==> src/rtl/maxpool_2x2_if.sv <==
// Streaming bus for the 2x2 max-pool: map samples in, pooled samples out.
// Signals: map_size, map_in, map_in_valid (in); pool_out, pool_out_valid, frame_done (out).
interface maxpool_2x2_if #(
   parameter int DATA_W = 16
);
   logic        [8:0]        map_size;
   logic signed [DATA_W-1:0] map_in;
   logic                     map_in_valid;
   logic signed [DATA_W-1:0] pool_out;
   logic                     pool_out_valid;
   logic                     frame_done;

   modport master (
      output map_size,
      output map_in,
      output map_in_valid,
      input  pool_out,
      input  pool_out_valid,
      input  frame_done
   );

   modport slave (
      input  map_size,
      input  map_in,
      input  map_in_valid,
      output pool_out,
      output pool_out_valid,
      output frame_done
   );
endinterface

==> src/rtl/maxpool_2x2.sv <==
// 2x2 stride-2 signed max-pool over a raster NxN map (N latched per frame).
// Ports: sys_clk, sys_rst_n (sync, active-low), mp (maxpool_2x2_if.slave).
// Build option: define MAXPOOL_RELU_EN to clamp negative results to 0.
module maxpool_2x2 #(
   parameter int DATA_W  = 16,
   parameter int MAX_MAP = 256
) (
   input  logic          sys_clk,
   input  logic          sys_rst_n,
   maxpool_2x2_if.slave  mp
);
   localparam int LB_D  = MAX_MAP / 2;
   localparam int LB_AW = (LB_D > 1) ? $clog2(LB_D) : 1;

   logic        [8:0]        col_q, col_d;
   logic        [8:0]        row_q, row_d;
   logic        [8:0]        size_q, size_d;
   logic signed [DATA_W-1:0] pair_q, pair_d;
   logic signed [DATA_W-1:0] pool_q, pool_d;
   logic                     pv_q, pv_d;
   logic                     fd_q, fd_d;

   logic signed [DATA_W-1:0] lb_mem [LB_D];
   logic                     lb_we;
   logic        [LB_AW-1:0]  lb_idx;
   logic signed [DATA_W-1:0] lb_rd;
   logic signed [DATA_W-1:0] hmax;
   logic signed [DATA_W-1:0] pmax;

   logic        [8:0]        n_eff;
   logic        [8:0]        n_one;
   logic        [8:0]        n_even;
   logic                     first;
   logic                     col_last;
   logic                     row_last;
   logic                     in_win;

   always_comb begin
      first  = (col_q == 9'd0) && (row_q == 9'd0);
      // The first sample of a frame uses the live size it is latching.
      n_eff  = first ? mp.map_size : size_q;
      n_one  = (n_eff == 9'd0) ? 9'd1 : n_eff;
      // Odd trailing row/column fall outside every window.
      n_even = {n_one[8:1], 1'b0};
      col_last = (col_q == n_one - 9'd1);
      row_last = (row_q == n_one - 9'd1);
      in_win   = (col_q < n_even) && (row_q < n_even);

      lb_idx = col_q[LB_AW:1];
      lb_rd  = lb_mem[lb_idx];
      hmax   = (pair_q > mp.map_in) ? pair_q : mp.map_in;
      pmax   = (lb_rd > hmax) ? lb_rd : hmax;

      col_d  = col_q;
      row_d  = row_q;
      size_d = size_q;
      pair_d = pair_q;
      pool_d = pool_q;
      pv_d   = 1'b0;
      fd_d   = 1'b0;
      lb_we  = 1'b0;

      if (mp.map_in_valid) begin
         if (first) size_d = mp.map_size;
         if (col_last) begin
            col_d = 9'd0;
            row_d = row_last ? 9'd0 : row_q + 9'd1;
         end else begin
            col_d = col_q + 9'd1;
         end
         fd_d = col_last && row_last;
         if (in_win) begin
            if (!col_q[0]) begin
               pair_d = mp.map_in;
            end else if (!row_q[0]) begin
               lb_we = 1'b1;
            end else begin
               pv_d = 1'b1;
`ifdef MAXPOOL_RELU_EN
               pool_d = pmax[DATA_W-1] ? '0 : pmax;
`else
               pool_d = pmax;
`endif
            end
         end
      end
   end

   always_ff @(posedge sys_clk) begin
      if (!sys_rst_n) begin
         col_q  <= '0;
         row_q  <= '0;
         size_q <= '0;
         pair_q <= '0;
         pool_q <= '0;
         pv_q   <= 1'b0;
         fd_q   <= 1'b0;
      end else begin
         col_q  <= col_d;
         row_q  <= row_d;
         size_q <= size_d;
         pair_q <= pair_d;
         pool_q <= pool_d;
         pv_q   <= pv_d;
         fd_q   <= fd_d;
      end
   end

   // Every entry is written on an even row before its odd-row read.
   always_ff @(posedge sys_clk) begin
      if (lb_we) lb_mem[lb_idx] <= hmax;
   end

   assign mp.pool_out       = pool_q;
   assign mp.pool_out_valid = pv_q;
   assign mp.frame_done     = fd_q;
endmodule

==> src/flat_wrapper.sv <==
// flat-port wrapper written by rule: the top's interface ports become plain ports
module maxpool_2x2_flat 
#(
   parameter int DATA_W  = 16,
   parameter int MAX_MAP = 256
)
  (sys_clk, sys_rst_n, mp_map_size, mp_map_in, mp_map_in_valid, mp_pool_out, mp_pool_out_valid, mp_frame_done);
  maxpool_2x2_if #(.DATA_W(DATA_W)) mp_i ();
  input  logic sys_clk;
  input  logic sys_rst_n;
  input wire logic [$bits(mp_i.map_size)-1:0] mp_map_size;
  input wire logic [$bits(mp_i.map_in)-1:0] mp_map_in;
  input wire logic [$bits(mp_i.map_in_valid)-1:0] mp_map_in_valid;
  output wire logic [$bits(mp_i.pool_out)-1:0] mp_pool_out;
  output wire logic [$bits(mp_i.pool_out_valid)-1:0] mp_pool_out_valid;
  output wire logic [$bits(mp_i.frame_done)-1:0] mp_frame_done;
  assign mp_i.map_size = mp_map_size;
  assign mp_i.map_in = mp_map_in;
  assign mp_i.map_in_valid = mp_map_in_valid;
  assign mp_pool_out = mp_i.pool_out;
  assign mp_pool_out_valid = mp_i.pool_out_valid;
  assign mp_frame_done = mp_i.frame_done;
  maxpool_2x2 #(.DATA_W(DATA_W), .MAX_MAP(MAX_MAP)) u_core (.sys_clk(sys_clk), .sys_rst_n(sys_rst_n), .mp(mp_i));
endmodule
==> config.mk <==
export PLATFORM = sky130hd
export DESIGN_NAME = maxpool_2x2_flat
export DESIGN_NICKNAME = d
export VERILOG_FILES = /design/src/rtl/maxpool_2x2_if.sv /design/src/rtl/maxpool_2x2.sv /design/src/flat_wrapper.sv
export SDC_FILE = /design/constraint.sdc
export NUM_CORES = 2
export LEC_CHECK = 0
export CAP_MARGIN = 20
export CORE_AREA = 2 2 750 454
export CTS_CLUSTER_DIAMETER = 100
export CTS_CLUSTER_SIZE = 10
export DETAILED_ROUTE_END_ITERATION = 16
export DIE_AREA = 0 0 752 456
export MAX_ROUTING_LAYER = met4
export PLACE_DENSITY = 0.39
export RECOVER_POWER = 25
export SKIP_LAST_GASP = 1
export SLEW_MARGIN = 25
export SYNTH_ARGS = -nofsm -noshare
export SYNTH_HDL_FRONTEND = slang
export SYNTH_SLANG_ARGS = --single-unit
==> constraint.sdc <==
create_clock -name sys_clk -period 6.4 [get_ports sys_clk]
set_input_delay 1.28 -clock sys_clk [delete_from_list [all_inputs] [get_ports sys_clk]]
set_output_delay 1.28 -clock sys_clk [all_outputs]
set_load 0.05 [all_outputs]
* Word-level counts from Yosys, hierarchy flattened
Memory sizes are Yosys's and may differ from the RTL's. A register that Yosys moved wholly into a read port is not among the register bits.
Cells that the tools add are included.
** Storage, ports and cells
- Flip-flop bits (word level) :: 61
- Memory bits (writable) :: 2048
- Output and inout bits :: 18
- Memories kept :: 1
** Cells by class
- Add/sub/neg operators :: 3
- $lt $le $gt $ge :: 4
- Equality and inequality tests :: 2
- Mux-type cells :: 15
- Bitwise logic cells :: 1
- Reductions and logical operators :: 11
** Memory list
- u_core.lb_mem :: depth 128, width 16, read ports 1, clocked after memory_dff 1, write ports 1, RTL line maxpool_2x2.sv:23 : logic signed [DATA_W-1:0] lb_mem [LB_D];
** Operators with widths (number)
- two-way mux 9 bit :: 4
- greater-than comparator 16 bit :: 2
- two-way mux 16 bit :: 2
- logical NOT 9 bit :: 3
- adder 9 x 1 -> 9 bit (second input constant) :: 2
- equality test 9 bit :: 2
- < comparator 9 bit :: 2
- two-way mux 7 bit :: 2
- subtractor 9 x 1 -> 9 bit (second input constant) :: 1
- AND reduction 4 bit :: 2
- two-way mux 1 bit :: 7
- AND reduction 2 bit :: 2
- logical AND 1 bit :: 3
- AND reduction 3 bit :: 1
- inverter 1 bit :: 1

* Depth between registers and ports, before layout
- Depth after elaboration :: 11
- Gate-level depth with buffers :: 25

* Worst setup path after synthesis
No wires, ideal clock.
- Path type :: input-to-reg
- Start :: input mp_map_in[15]
- End :: register u_core.pool_q[10], in the netlist u_core.mp.pool_out[10]
- Library setup time :: 128 ps
- Arrival time :: 6660 ps
- Required time :: 6272 ps
- Setup slack :: -388 ps
- Stages :: 23
- Path buffers :: 4
- Cells stage by stage :: inv_1 > ha_1 > or4b_2 > a221oi_1 > o21ai_0 > o221ai_1 > buf_1 > buf_2 > nor2_1 > a21oi_1 > inv_1 > ha_1 > nor2b_1 > o21a_1 > o21ai_0 > a21oi_1 > o21bai_1 > a21o_1 > a221oi_1 > nand2b_1 > buf_2 > buf_6 > o211ai_2
** Between the ends
- Word-level cells in the longest chain between the ends :: 4
** RTL lines
- start, declared :: RTL line flat_wrapper.sv:12 : input wire logic [$bits(mp_i.map_in)-1:0] mp_map_in;
- greater-than comparator 16 bit :: RTL line maxpool_2x2.sv:51 : hmax = (pair_q > mp.map_in) ? pair_q : mp.map_in;
- two-way mux 16 bit :: RTL line maxpool_2x2.sv:51
- via u_core.hmax[0] :: RTL line maxpool_2x2.sv:27 : logic signed [DATA_W-1:0] hmax;
- greater-than comparator 16 bit :: RTL line maxpool_2x2.sv:52 : pmax = (lb_rd > hmax) ? lb_rd : hmax;
- two-way mux 16 bit :: RTL line maxpool_2x2.sv:52
- end signal, assigned :: RTL line maxpool_2x2.sv:103 : pool_q <= pool_d;
- end, declared :: RTL line maxpool_2x2.sv:19 : logic signed [DATA_W-1:0] pool_q, pool_d;
The timed path passes the listed nets, and every way through them passes these cells.
A chain may end at the register's enable or synchronous reset.

* Final worst setup path
- Start :: input mp_map_in[15]
- End :: memory u_core.lb_mem[27][1] (data pin)
** Between the ends
- Word-level cells in the longest chain between the ends :: 2
** RTL lines (RTL line)
- greater-than comparator 16 bit :: maxpool_2x2.sv:51
- two-way mux 16 bit :: maxpool_2x2.sv:51
- via u_core.hmax[1] :: maxpool_2x2.sv:27
- end, declared :: maxpool_2x2.sv:23
The timed path passes the listed nets, and every way through them passes these cells.

==> flow_summary.yaml <==
status:
  status: "finished with violations"
  violations: "capacitance limit, slew limit"
clock_network:
  cts.repair.resized: 0
  cts_setup_buffers: 0
  postCtsHoldBufs: 0
  clock_path_buffers: 4
  clk-insertion-delay-late_ns: 0.87
  cts_buffers: 237
  cts_sinks: 2116
  cts_tree: "done"
  cts.clk_slew.worst_paths_ns: 0.06
  root_buffer: "clkbuf_16"
  htreeDepth: 4
die:
  fp.dieW_um: 752
  die-height_um: 456
  core-area_mm2: 0.335
  ios: 46
  dieArea_mm2: 0.343
  initial_core_util: 0.249
  fp-row-count: 165
global_routing:
  antenna_found_initial: 44
  grt_use_total: 0.153
  grt_max_degree: 129
  grt_pass1_vias: 41357
  grt_first_pass_wirelength_um: 355000
  grt_remaining_overflow: 0
synth:
  synth.area.top_cells: "edfxtp_1 (73%), mux4_2 (18%), dfxtp_1 (1.6%)"
  yosysTopAreaCellShare: 0.735
  synth_seq_cells: 2116
  seq_area_frac_synth: 0.751
  synth-edff-count: 2048
  muxShareOfSynthArea: 0.189
  yosysTopAreaCell: "edfxtp_1"
  synth_xor_xnor_area_share: 0.00362
  synth_top_family_by_area: "multiplexers"
  synth_nets: 3798
  synth_flop_cell: "edfxtp_1"
  syn_area_mm2: 0.0837
  syn_inst: 3719
  yosys.area_share.simple: 0.0266
  synth_adder_area_share: 0.00763
  synth_cell_types: 58
  ys_top_cells_by_count: "edfxtp_1 (2048), mux4_2 (672), clkbuf_1 (159), nor4_1 (126), nand2_1 (77)"
  synthArstFlopShare: 0
  synth_compound_area_frac: 0.00945
  post-synth-top-count-cell: "edfxtp_1"
  yosysWarnings: 0
  syn_avg_cell_area_um2: 22.5
finish:
  final_cells: 8688
  multiInputGateArea_mm2: 0.0206
  area_delta_synth_final_pct: 18.3
  final_layout_size_suffix_gt1_frac: 0.346
  fin_area_mm2: 0.0990
  nNetsFinal: 4190
  register_area_mm2: 0.0629
  fillers: 32428
setup_path:
  slowest_stage: "clkinvlp_2"
  crit_buf_inv: 4
  worstPathMaxFanout: 108
  required_ns: 6.78
  worst_path_dominant_cell_family: "buffers and inverters"
  start_kind: "input port"
  cp-end-kind: "flop"
  cp_cell_sequence: "dlygate4sd3_1 -> inv_1 -> ha_1 -> or4b_2 -> a221oi_1 -> o21ai_0 -> o221ai_1 -> mux2i_1 -> clkinvlp_2 -> buf_6"
  reg2reg_slack_ns: 0.71
  worstSetupPathType: "input port to flop"
  critPathMaxStageDelay_ns: 1.02
  cp_data_arrival_time_ns: 6.30
sta:
  min_period_ns: 5.92
  finalMaxSlewViolations: 772
  tightest_slew_ns: 2.36
  setup_tns_ns: 0
  setup_viol: 0
  final_hold_viol_count: 0
  max_freq_mhz: 169
  finalCritPeriodShare: 0.925
  relSlewSlack: -0.574
  skew_ns: 0.0574
  rsz0062_at_grt: "no"
power_and_ir_drop:
  finalPower_mw: 29.7
  powerDensity_mw_per_mm2: 300
  p_leak_nw: 29.5
  vdd_drop_max_uv: 240
route:
  drc: 0
  vias: 40720
  drt_wl_total_um: 258000
  vias_per_cell: 4.69
  drtIter0Drc: 4636
  antenna_left: 0
  dr.pass1.iters: 5
  wl_per_cell_um: 29.7
place:
  hpwl_um: 160000
  dp_cells: 8380
  place_area_mm2: 0.0929
  gp_congestion: 0.784
  io_buffers: 45
job:
  cap_violations: 11
hold_path:
  hold_class: "flop to flop"
## per-stage QoR
step / util / setup WS (ns) / hold WS [ns]
after floorplan: - / 0.0718 / 0.460
after global placement: 0.277 / 0.0991 / 0.460
after detailed placement: 0.277 / 0.149 / 0.469
after CTS: 0.295 / 0.683 / 0.486
after global routing: 0.295 / 0.119 / 0.509
final: 0.295 / 0.481 / 0.475
## kinds of logic after synthesis
| family | after synthesis |
|---|---|
| multiplexers | 735 |
| adder cells (fa/ha/maj) | 51 |
| XOR/XNOR | 33 |
| AO/OA/AOI/OAI | 101 |
| buffers and inverters | 277 |
| AND/OR/NAND/NOR | 406 |
| flip-flops | 2116 |
## state kept, by name (all words and copies together), names as in the netlist, named ones only
register and cells:
u_core.row_q 9, u_core.mp.pool_out_valid 1, u_core.col_q 9, u_core.lb_mem 2048, u_core.mp.pool_out 16, u_core.size_q 9, u_core.mp.frame_done 1, u_core.pair_q 16
## power by group
part           total, mW  switching (mW)  internal [mW]
clock               11.9            5.25           6.64
combinational       2.05            1.46          0.592
sequential          15.8          0.0292           15.7
## worst register-to-register path, delay by kind of cell (launching register included)
kind | cells | cell delay, ns
adder cells (fa/ha/maj) | 1 | 0.41
flip-flops | 1 | 0.39
AO/OA/AOI/OAI | 3 | 1.16
buffers and inverters | 2 | 0.33
multiplexers | 1 | 0.27
AND/OR/NAND/NOR | 7 | 2.98
## cell usage in the layout, fill, tap and decap left out, drive strengths merged, types with 18 or more instances in the layout
| cell type | synthesis | final |
|---|---|---|
| xnor2 | 18 | 18 |
| nor3 | 31 | 31 |
| buf | 70 | 316 |
| mux2 | 19 | 19 |
| diode | 0 | 26 |
| clkbuf | 159 | 299 |
| mux2i | 44 | 44 |
| nor4 | 131 | 131 |
| mux4 | 672 | 672 |
| inv | 47 | 47 |
| ha | 51 | 51 |
| edfxtp | 2048 | 2048 |
| dfxtp | 68 | 68 |
| o21ai | 18 | 18 |
| clkdlybuf4s50 | 0 | 25 |
| nand4 | 20 | 20 |
| dlygate4sd3 | 0 | 20 |
| nand3 | 25 | 25 |
| nor2 | 72 | 72 |
| nand2 | 77 | 77 |
## routing by layer
metal | global-route usage | wire length (µm)
met1 | 0.241 | 132000
met2 | 0.193 | 101000
met3 | 0.0422 | 20700
met4 | 0.0266 | 4310
met5 | - | 0
## final cells by class
type                            count  area share
Sequential cell                  2116       0.635
Multi-Input combinational cell   1326       0.208
Clock buffer                      278      0.0624
Tap cell                         4509      0.0570
Timing Repair Buffer              382      0.0342
Inverter                           48     0.00211
Antenna cell                       26    0.000657
Clock inverter                      3    0.000265
## final timing paths
path	start	endpoint	cells past startpoint
worst max-delay path	mp_map_in[15]	u_core.lb_mem[27][1]$_DFFE_PP_	10
worst min-delay path	u_core.mp.pool_out[11]$_SDFFE_PN0P_	u_core.mp.pool_out[11]$_SDFFE_PN0P_	2
worst max register to register	u_core.row_q[2]$_SDFFE_PN0P_	u_core.row_q[4]$_SDFFE_PN0P_	14
worst min register to register	u_core.mp.pool_out[11]$_SDFFE_PN0P_	u_core.mp.pool_out[11]$_SDFFE_PN0P_	2
Power figures use the tool's default switching activity.
